--- src/rtl/cpu_pkg.sv ---
// Shared pipeline definitions: MEM->WB bus layout, CP0 register map and exception codes.
// Bit offsets and the packed struct describe the same 143-bit bus.
package cpu_pkg;

  localparam int MEM_WB_W = 143;

  // Bit offsets of MEM_WB_bus fields (LSB of each field)
  localparam int PC_LSB         = 0;
  localparam int ERET_BIT       = 32;
  localparam int BRK_BIT        = 33;
  localparam int SYSCALL_BIT    = 34;
  localparam int CP0R_LSB       = 35;
  localparam int MFC0_BIT       = 43;
  localparam int MTC0_BIT       = 44;
  localparam int MFLO_BIT       = 45;
  localparam int MFHI_BIT       = 46;
  localparam int LO_WRITE_BIT   = 47;
  localparam int HI_WRITE_BIT   = 48;
  localparam int LO_RESULT_LSB  = 49;
  localparam int MEM_RESULT_LSB = 81;
  localparam int RF_WDEST_LSB   = 113;
  localparam int RF_WEN_BIT     = 118;
  localparam int FLAGS_LSB      = 119;
  localparam int RD_LSB         = 127;
  localparam int RT_LSB         = 132;
  localparam int RS_LSB         = 137;
  localparam int J_LINK_BIT     = 142;

  localparam logic [7:0] CP0_STATUS = {5'd12, 3'd0};
  localparam logic [7:0] CP0_CAUSE  = {5'd13, 3'd0};
  localparam logic [7:0] CP0_EPC    = {5'd14, 3'd0};

  localparam logic [31:0] STATUS_WMASK = 32'h0000_FF03;
  localparam logic [31:0] CAUSE_WMASK  = 32'h0000_0300;
  localparam logic [31:0] STATUS_EXL   = 32'h0000_0002;

  localparam logic [4:0] EXC_SYS = 5'd8;
  localparam logic [4:0] EXC_BP  = 5'd9;

  localparam logic [31:0] EXC_ENTRY_DEFAULT = 32'hBFC0_0380;

  typedef struct packed {
    logic        j_link;
    logic [4:0]  rs;
    logic [4:0]  rt;
    logic [4:0]  rd;
    logic        cal_r;
    logic        cal_i;
    logic        store;
    logic        load;
    logic        jump;
    logic        mt;
    logic        mf;
    logic        lui;
    logic        rf_wen;
    logic [4:0]  rf_wdest;
    logic [31:0] mem_result;
    logic [31:0] lo_result;
    logic        hi_write;
    logic        lo_write;
    logic        mfhi;
    logic        mflo;
    logic        mtc0;
    logic        mfc0;
    logic [7:0]  cp0r_addr;
    logic        syscall;
    logic        brk;
    logic        eret;
    logic [31:0] pc;
  } mem_wb_bus_t;

endpackage

--- src/rtl/cp0_regs.sv ---
// CP0 STATUS/CAUSE/EPC with write masks, exception/ERET updates and read mux.
// Reads are combinational; updates land at the clock edge; never stalls.
module cp0_regs
  import cpu_pkg::*;
(
  input  logic        clk,
  input  logic        resetn,
  input  logic        mtc0_en,
  input  logic [7:0]  addr,
  input  logic [31:0] wdata,
  input  logic        exc_en,
  input  logic [4:0]  exc_code,
  input  logic [31:0] exc_epc,
  input  logic        eret_en,
  output logic [31:0] rdata,
  output logic [31:0] epc
);

  logic [31:0] status;
  logic [31:0] cause;

  always_ff @(posedge clk or negedge resetn) begin
    if (!resetn) begin
      status <= 32'd0;
      cause  <= 32'd0;
      epc    <= 32'd0;
    end else if (exc_en) begin
      epc    <= exc_epc;
      cause  <= {cause[31:7], exc_code, cause[1:0]};
      status <= status | STATUS_EXL;
    end else if (eret_en) begin
      status <= status & ~STATUS_EXL;
    end else if (mtc0_en) begin
      case (addr)
        CP0_STATUS: status <= wdata & STATUS_WMASK;
        // ExcCode is preserved: software may only touch the IP bits
        CP0_CAUSE:  cause  <= (cause & ~CAUSE_WMASK) | (wdata & CAUSE_WMASK);
        CP0_EPC:    epc    <= wdata;
        default:    ;
      endcase
    end
  end

  always_comb begin
    rdata = 32'd0;
    case (addr)
      CP0_STATUS: rdata = status;
      CP0_CAUSE:  rdata = cause;
      CP0_EPC:    rdata = epc;
      default:    rdata = 32'd0;
    endcase
  end

endmodule

--- src/rtl/wb_stage.sv ---
// Write-back stage: MEM->WB register, HI/LO, CP0 and exception/ERET redirect.
// One-cycle stage, always ready; a redirect cancels upstream and blocks capture that edge.
module wb_stage
  import cpu_pkg::*;
#(
  parameter logic [31:0] EXC_ENTRY = EXC_ENTRY_DEFAULT
) (
  input  logic                clk,
  input  logic                resetn,
  input  logic                MEM_over,
  input  logic [MEM_WB_W-1:0] MEM_WB_bus,
  output logic                WB_allow_in,
  output logic                WB_valid,
  output logic                rf_wen,
  output logic [4:0]          rf_wdest,
  output logic [31:0]         rf_wdata,
  output logic [4:0]          WB_wdest,
  output logic                cancel,
  output logic                exc_valid,
  output logic [31:0]         exc_pc,
  output logic [31:0]         WB_pc
);

  mem_wb_bus_t bus_r;
  logic [31:0] hi, lo;
  logic [31:0] cp0_rdata, cp0_epc;
  logic        is_exc;

  assign WB_allow_in = 1'b1;

  always_ff @(posedge clk or negedge resetn) begin
    if (!resetn) begin
      bus_r    <= '0;
      WB_valid <= 1'b0;
    end else if (MEM_over && WB_allow_in && !cancel) begin
      bus_r    <= mem_wb_bus_t'(MEM_WB_bus);
      WB_valid <= 1'b1;
    end else begin
      WB_valid <= 1'b0;
    end
  end

  always_ff @(posedge clk or negedge resetn) begin
    if (!resetn) begin
      hi <= 32'd0;
      lo <= 32'd0;
    end else if (WB_valid) begin
      if (bus_r.hi_write) hi <= bus_r.mem_result;
      if (bus_r.lo_write) lo <= bus_r.lo_result;
    end
  end

  // syscall/break outrank eret when both are flagged
  assign is_exc = bus_r.syscall | bus_r.brk;

  cp0_regs u_cp0 (
    .clk      (clk),
    .resetn   (resetn),
    .mtc0_en  (WB_valid & bus_r.mtc0),
    .addr     (bus_r.cp0r_addr),
    .wdata    (bus_r.mem_result),
    .exc_en   (WB_valid & is_exc),
    .exc_code (bus_r.syscall ? EXC_SYS : EXC_BP),
    .exc_epc  (bus_r.pc),
    .eret_en  (WB_valid & bus_r.eret & ~is_exc),
    .rdata    (cp0_rdata),
    .epc      (cp0_epc)
  );

  always_comb begin
    rf_wdata = bus_r.mem_result;
    if (bus_r.mfhi)      rf_wdata = hi;
    else if (bus_r.mflo) rf_wdata = lo;
    else if (bus_r.mfc0) rf_wdata = cp0_rdata;
  end

  assign rf_wen    = WB_valid & bus_r.rf_wen;
  assign rf_wdest  = bus_r.rf_wdest;
  assign WB_wdest  = WB_valid ? bus_r.rf_wdest : 5'd0;
  assign exc_valid = WB_valid & (is_exc | bus_r.eret);
  assign exc_pc    = is_exc ? EXC_ENTRY : cp0_epc;
  assign cancel    = exc_valid;
  assign WB_pc     = bus_r.pc;

  logic unused_bus;
  assign unused_bus = ^{bus_r.j_link, bus_r.rs, bus_r.rt, bus_r.rd, bus_r.cal_r,
                        bus_r.cal_i, bus_r.store, bus_r.load, bus_r.jump,
                        bus_r.mt, bus_r.mf, bus_r.lui};

endmodule

--- config.mk ---
export PLATFORM = sky130hd
export DESIGN_NAME = wb_stage
export DESIGN_NICKNAME = d
export VERILOG_FILES = /design/src/rtl/cpu_pkg.sv /design/src/rtl/cp0_regs.sv /design/src/rtl/wb_stage.sv
export SDC_FILE = /design/constraint.sdc
export NUM_CORES = 1
export LEC_CHECK = 0
export CORE_ASPECT_RATIO = 0.8
export CORE_UTILIZATION = 40
export CTS_CLUSTER_SIZE = 14
export DETAILED_ROUTE_END_ITERATION = 7
export DONT_BUFFER_PORTS = 1
export GPL_TIMING_DRIVEN = 0
export PLACE_DENSITY = 0.64
export RECOVER_POWER = 100
export SLEW_MARGIN = 10
export SYNTH_ARGS = -nofsm -noshare
export SYNTH_HDL_FRONTEND = slang
export SYNTH_SLANG_ARGS = --single-unit
export TNS_END_PERCENT = 10
--- constraint.sdc ---
create_clock -name clk -period 2.5 [get_ports clk]
set_clock_uncertainty 0.2 [all_clocks]
set_input_delay 0.125 -clock clk [delete_from_list [all_inputs] [get_ports clk]]
set_output_delay 0.125 -clock clk [all_outputs]
set_load 0.01 [all_outputs]
After elaboration in Yosys (flattened, before gate mapping)
Cells that the tools add are included.
{"block": "op_classes", "n_eq_ne": 4, "n_reduce_logical": 14, "n_mux": 20, "bitwise": 12}
{"operator": "$mux W32", "n": 8}
{"operator": "$pmux W32 S3", "n": 1}
{"operator": "$or A32 B10 Y32", "n": 1}
{"operator": "$mux W7", "n": 4}
{"operator": "$eq A8 B7 Y1 const B", "n": 3}
{"operator": "$mux W2", "n": 4}
{"operator": "$reduce_and A4 Y1", "n": 2}
{"operator": "$and A1 B1 Y1", "n": 6}
{"operator": "$reduce_and A2 Y1", "n": 3}
{"operator": "$reduce_and A3 Y1", "n": 2}
{"operator": "$reduce_bool A2 Y1", "n": 3}
{"operator": "$reduce_bool A3 Y1", "n": 2}
{"operator": "$mux W5", "n": 1}
{"operator": "$not A1 Y1", "n": 3}
{"operator": "$mux W1", "n": 2}
{"operator": "$ne A2 B1 Y1 const B", "n": 1}
{"operator": "$or A1 B1 Y1", "n": 2}
{"operator": "$logic_and A1 B1 Y1", "n": 1}
{"operator": "$logic_not A1 Y1", "n": 1}
{"block": "totals", "wordCells": 73, "register_bits": 258, "in_bits": 146}

Longest topological paths before layout
Gate-level depths: netlist of run 1.
{"block": "logic_depth", "word_depth": 6, "depth_mapped": 7, "depth_no_buf": 5}

Cells and area by module
A second synthesis of run 1 with hierarchy kept.
{"block": "unflattened", "hier_cells": 832, "hier_area_um2": 11354.6}
{"module": "wb_stage", "cells_each": 624, "n_inst": 1, "seq_area_each_um2": 4604.4, "area_per_inst_um2": 8829.7}
{"module": "cp0_regs", "cells_each": 208, "n_inst": 1, "seq_area_each_um2": 1226.2, "area_per_inst_um2": 2524.9}

Worst setup path after synthesis of run 1
Ideal clock, no wire load.
{"block": "synth_timing", "path_type": "flip-flop to flip-flop", "start": "register bus_r[36] (netlist bit)", "end": "register u_cp0.epc[1]", "setup_slack_ps": 303, "stages_incl_launch_ff": 7, "arrival_time_ps": 1879, "required_ps": 2181, "cell_sequence": "dfrtp_1 > or4_4 > or4_1 > buf_2 > buf_6 > o22ai_2 > nor2_1"}
{"block": "synth_via", "elab_chain_len": 3}
{"element": "from (decl)", "line_no": "wb_stage.sv:24", "rtl": "mem_wb_bus_t bus_r;"}
{"element": "from (signal assigned)", "line_no": "wb_stage.sv:36", "rtl": "bus_r <= mem_wb_bus_t'(MEM_WB_bus);"}
{"element": "$eq A8 B7 Y1", "line_no": "cp0_regs.sv:34", "rtl": "case (addr)"}
{"element": "$reduce_bool A2 Y1 (no line)"}
{"element": "$reduce_and A3 Y1 (no line)"}
{"element": "to (signal assigned)", "line_no": "cp0_regs.sv:28", "rtl": "epc <= exc_epc;"}
{"element": "to (signal assigned)", "line_no": "cp0_regs.sv:38", "rtl": "CP0_EPC: epc <= wdata;"}
{"element": "to (decl)", "line_no": "cp0_regs.sv:16", "rtl": "output logic [31:0] epc"}
Every way passes these cells.
A chain may end at the register's enable or synchronous reset.

Worst setup path in the final report of run 1
{"block": "layout_timing", "start": "register bus_r[36] (netlist bit)", "end": "output port rf_wdata[10]"}
{"block": "layout_via", "elab_chain_len": 5, "word_cells_on_any_way": 7}
{"element": "$eq A8 B7 Y1", "line_no": "cp0_regs.sv:46", "rtl": "case (addr)"}
{"element": "$pmux W32 S3 (*)", "line_no": "cp0_regs.sv:46"}
{"element": "$mux W32 (*)", "line_no": "wb_stage.sv:74", "rtl": "else if (bus_r.mfc0) rf_wdata = cp0_rdata;"}
{"element": "$mux W32 (*)", "line_no": "wb_stage.sv:73", "rtl": "else if (bus_r.mflo) rf_wdata = lo;"}
{"element": "$mux W32 (*)", "line_no": "wb_stage.sv:72", "rtl": "if (bus_r.mfhi) rf_wdata = hi;"}
{"element": "to (decl)", "line_no": "wb_stage.sv:16", "rtl": "output logic [31:0] rf_wdata,"}
Every way passes the cells marked *; elsewhere a longest branch is shown, timed or not.

==> results_dict.tcl, run 1 <==
set metrics [dict create \
    gp_congestion 0.903 \
    yosysUniqueCellTypes 39 \
    synthCells 915 \
    r2r_slack_ps 40 \
    cts_made_buffers 25 \
    max-vdd-ir-drop_mv 0.590 \
    reg2reg_depth 6 \
    grt_max_degree 231 \
    drive_gt1_frac 0.255 \
    power_density_nw_per_um2 1000 \
    antenna_found_initial 0 \
    num-fill-cells 2281 \
    hold_buffers 121 \
    reg2reg_from "bus_r[36]" \
    cts_tree "done" \
    maxSlewViolCount 0 \
    yosysTopAreaCell "dfrtp_1" \
    grt.total_usage 0.226 \
    holdWs_ps -895 \
    ys.flop_type "dfrtp_1" \
    ant_nets 0 \
    max_stage_delay_ps 440 \
    placed_area_sq_um 10800 \
    tns_ps 0 \
    critPathMaxFanout 5 \
    synthMostInstantiatedCell "dfrtp_1" \
    start_util 0.409 \
    worst_setup_path_start_kind "flop" \
    p_leak_nw 5.42 \
    synth_seq_cells 230 \
    clock_path_buffers 3 \
    setup_viol 0 \
    slew_headroom 0.554 \
    insertedDiodeCount 0 \
    synth.area.top_cells "dfrtp_1 (55%), mux2_2 (14%), o21ai_0 (4.1%)" \
    fp.coreArea_sq_um 25400 \
    htreeDepth 1 \
    area_growth_syn_to_layout_pct 25.0 \
    routed_wl_mm 30.1 \
    required_ps 2170 \
    avgSynthCellArea_sq_um 11.4 \
    synth_edf_count 0 \
    crit_slowest_cell "dfrtp_2" \
    async_flop_share 1.00 \
    period_needed_ps 2500 \
    drt-initial-drc-count 438 \
    route.detailed.drc 0 \
    die_y_microns 146 \
    rsz0062_at_grt "yes" \
    violations "hold timing" \
    clk_latency_ps 520 \
    status "finished, violations left" \
    route.vias.total 7634 \
    synth_area_sq_um 10400 \
    wl_per_cell_microns 21.5 \
    worstPathCellList "nor4_4 > buf_6 > nand3_4 > o221ai_2 > o221a_2" \
    max_freq_ghz 0.400 \
    firstDrtPassIters 5 \
    worstPathArrival_ps 2170 \
    die_x_microns 182 \
    ys_seq_area_frac 0.554 \
    design_area_sq_um 13000 \
    critPathCaptureType "primary output" \
    cp-startpoint "bus_r[36]" \
    grt_pass1_vias 7864 \
    synth_top_area_frac 0.554 \
    dieArea_sq_um 26600 \
    drv_cap 0 \
    io_buffers 0 \
    tightest_slew_ps 670 \
    dpl.hpwl_mm 21.1 \
    rows 52 \
    final_nets 1210 \
    routed_via_density 5.44 \
    cts.sinks 230 \
    critPathKind "reg -> out" \
    grt_pass1_wl_mm 46.5 \
    clkTransAtPathRegs_ps 60 \
    io_pins 257 \
    hold_viol 230 \
    grt-ovfl-total 0 \
    synth_nets 1061 \
    hold_class "in -> async" \
    synthTopCellsByCount "dfrtp_1 (230), mux2_2 (132), nor2_1 (87)" \
    clockRootBuffer "clkbuf_16" \
    timing.rr.end "u_cp0.epc[17]" \
    synth_warnings 0 \
    period_share 1.00 \
]
-- flip-flops by register name (all words and copies together), names as in the netlist --
signal and count:
bus_r 82, WB_pc 32, hi 32, lo 32, u_cp0.epc 32, u_cp0.status 10, rf_wdest 5, u_cp0.cause 4
WB_valid 1
-- layout by cell type, fill, tap and decap left out, drive strengths merged, types with 10 or more instances in the layout --
master | Yosys | routed
o221a | 10 | 10
nand3 | 35 | 36
a21oi | 21 | 21
dfrtp | 230 | 230
dlygate4sd3 | 0 | 121
inv | 35 | 36
clkbuf | 41 | 117
and2 | 27 | 27
mux2i | 10 | 10
o22ai | 52 | 52
nor2 | 87 | 87
nand2 | 39 | 39
buf | 60 | 16
or3 | 12 | 12
o21ai | 86 | 86
o221ai | 11 | 11
mux2 | 132 | 132
-- worst max-delay path by stage --
stage	slack [ps]	to	depth (start not counted)
2_1_floorplan	300	u_cp0.epc[1]	6
3_3_place_gp	-440	bus_r[93]	7
3_5_place_dp	-410	bus_r[99]	7
4_1_cts	-80	rf_wdata[1]	5
5_1_grt	-50	rf_wdata[31]	5
6_report	0.8	rf_wdata[10]	5
-- through the flow --
| step | std cells | power (mW) | utilization | setup slack, ps |
|---|---|---|---|---|
| detailed placement | 1239 | 8.80 | 0.425 | -406 |
| global route | 1404 | 13.7 | 0.512 | -54.8 |
| global placement | 1239 | 8.68 | 0.425 | -441 |
| floorplan | 915 | 7.81 | - | 303 |
| finish | 1404 | 13.0 | 0.512 | 0.766 |
| CTS | 1406 | 13.1 | 0.514 | -79.2 |
-- worst max-delay path, delay by kind of cell, from the launching register on --
kind	cells	cell delay, ps
DFF	1	440
buffers and inverters	1	190
AOI/OAI and AO/OA	2	480
and+or+nand+nor	2	540
-- repair_timing --
action | 4_1_cts | 5_1_grt
endpoints found under the hold margin | 349 | 230
pin swaps | 6 | 9
cloned | 0 | 1
gates resized for setup | 29 | 41
setup endpoints to repair | 183 | 158
buffers inserted | 3 | 1
-- final cells by class --
| class | instances | area (sq um) | share of cell area |
|---|---|---|---|
| well taps | 324 | 405 | 0.0312 |
| plain buffers | 97 | 422 | 0.0325 |
| repair buffers | 125 | 1240 | 0.0955 |
| multi-input cells | 550 | 4140 | 0.319 |
| inverters | 35 | 131 | 0.0101 |
| clock buffers | 32 | 702 | 0.0540 |
| flip-flops and latches | 230 | 5760 | 0.443 |
| clock inverters | 11 | 186 | 0.0144 |
-- power by group --
part	internal, mW	total, mW	leakage (nW)	switching (mW)
clock	2.49	4.02	0.443	1.52
sequential	4.80	5.73	2.74	0.932
combinational	1.49	3.29	2.24	1.79
total	8.79	13.0	5.42	4.25
-- kinds of logic after synthesis --
kind of cell    after synthesis  synth area share
flops                       230             0.554
simple gates                217            0.0973
compound gates              189             0.129
mux                         142             0.153
buf+inv                     136            0.0662
other cells                   1          0.000361
-- per-layer routing --
layer  track usage  wire length (microns)  up-vias
met5             0                      0        -
met4        0.0798                   1110        0
met3        0.0511                   2020       73
met2         0.348                  13300      325
met1         0.313                  13700     3761
li1              -                      -     3475
(Power assumes the default switching activity.)
==> run 2, diff against run 1 <==
CORE_ASPECT_RATIO = 1.2   (was 0.8)
==> results_dict.tcl, run 2 (same netlist as run 1, synthesis figures left out) <==
set metrics [dict create \
    status "finished, violations left" \
    violations "hold timing, setup timing" \
    dpl.hpwl_mm 21.4 \
    clockRootBuffer "clkbuf_16" \
    max_stage_delay_ps 440 \
    crit_slowest_cell "dfrtp_2" \
    largest_register_ffs 82 \
    grt-ovfl-total 0 \
    top_register "bus_r" \
    p_total_mw 12.8 \
    hold_viol 230 \
    final_core_util 0.506 \
    route.vias.total 7653 \
    ant_nets 0 \
    clk_latency_ps 530 \
    die_y_microns 179 \
    dieArea_sq_um 26600 \
    firstDrtPassIters 5 \
    grt_pass1_vias 7785 \
    hold_buffers 121 \
    max_freq_ghz 0.394 \
    worstPathArrival_ps 2210 \
    wl_per_cell_microns 21.1 \
    gp_congestion 0.910 \
    final_nets 1212 \
    io_buffers 0 \
    slew_headroom 0.533 \
    setup_viol 3 \
    route.detailed.drc 0 \
    io_pins 257 \
    p_leak_nw 5.41 \
    critPathCaptureType "primary output" \
    maxSlewViolCount 0 \
    critPathKind "reg -> out" \
    grt_max_degree 231 \
    rsz0062_at_grt "yes" \
    grt_pass1_wl_mm 44.7 \
    antenna_found_initial 0 \
    critPathMaxFanout 10 \
    cts_tree "done" \
    routed_via_density 5.40 \
    clock_path_buffers 3 \
    power_density_nw_per_um2 989 \
    required_ps 2170 \
    htreeDepth 1 \
    cts.sinks 230 \
    dp_slack_ps -485 \
    tightest_slew_ps 700 \
    fp.coreArea_sq_um 25500 \
    clkTransAtPathRegs_ps 60 \
    tns_ps -44.4 \
    drv_cap 0 \
    start_util 0.407 \
    layout_common_cells "dfrtp_1 (228), mux2_2 (132), dlygate4sd3_1 (121)" \
    finalWorstSetupSlack_ps -38.3 \
    layout_commonest_cell "dfrtp_1" \
    area_growth_syn_to_layout_pct 24.3 \
    crit_top_cell "buf_4" \
    routed_wl_mm 29.8 \
    period_needed_ps 2540 \
    worst_setup_path_start_kind "flop" \
    grt.total_usage 0.223 \
    rows 64 \
    holdWs_ps -904 \
    period_share 1.02 \
    cts_made_buffers 26 \
    hold_class "in -> async" \
    worstPathCellList "nor4_4 > buf_4 > and4_1 > buf_4 > nand2_1 > a31oi_4" \
    drive_gt1_frac 0.247 \
    max-vdd-ir-drop_mv 0.642 \
    die_x_microns 149 \
    insertedDiodeCount 0 \
    drt-initial-drc-count 491 \
]
-- run 2: cell count changes in the layout (fill, tap and decap cells not counted), moves of 5 or more --
cell | before | now
and2_0 | 26 | 10
and2_1 | 1 | 17
clkbuf_2 | 11 | 5
clkbuf_8 | 5 | 10
o221ai_1 | 2 | 11
o221ai_2 | 7 | 0
-- run 2: worst paths after layout --
path,startpoint,end,slack (ps),cells after the start
worst max-delay path,bus_r[37],rf_wdata[30],-40,6
worst min-delay path,resetn,WB_pc[11],-900,0
max in group asynchronous,resetn,bus_r[38],2420,0
worst min register to register,u_cp0.cause[5],u_cp0.cause[5],280,1
worst max register to register,bus_r[36],u_cp0.epc[26],10,6
min in group clk,MEM_WB_bus[74],bus_r[74],70,2
-- run 2: metrics by stage --
stage	cell area, sq um	instances
2_1_floorplan	10400	915
3_3_place_gp	10800	1245
3_5_place_dp	10800	1245
4_1_cts	13000	1416
5_1_grt	12900	1416
6_report	12900	1416
-- run 2: report_power, final --
part / internal, mW / switching [mW]
Combinational: 1.47 / 1.79
Clock: 2.31 / 1.53
Sequential: 4.80 / 0.872
Total: 8.59 / 4.19
-- run 2: layout make-up --
cell class	count	area (sq um)
Clock inverter	8	76.3
Buffer	100	437
Timing Repair Buffer	124	1230
Clock buffer	40	803
Multi-Input combinational cell	549	4070
Sequential cell	230	5760
Tap cell	330	413
Inverter	35	131
Fill cell	2343	12600
-- run 2: what timing repair did --
action | CTS | global route
setup buffers | 3 | 0
setup endpoints to repair | 170 | 120
pin swaps | 10 | 2
endpoints found under the hold margin | 349 | 230
resized for setup | 30 | 28
-- run 2: critical path: cells and delay by family, from the launching register on --
kind,cells,cell delay (ps)
flops,1,440
buf+inv,2,370
simple gates,3,600
compound gates,1,270
-- run 2: metal layers --
layer	track usage	part of all wire
met1	0.277	0.40
met2	0.383	0.50
met3	0.0560	0.084
met4	0.0591	0.020
met5	0	0
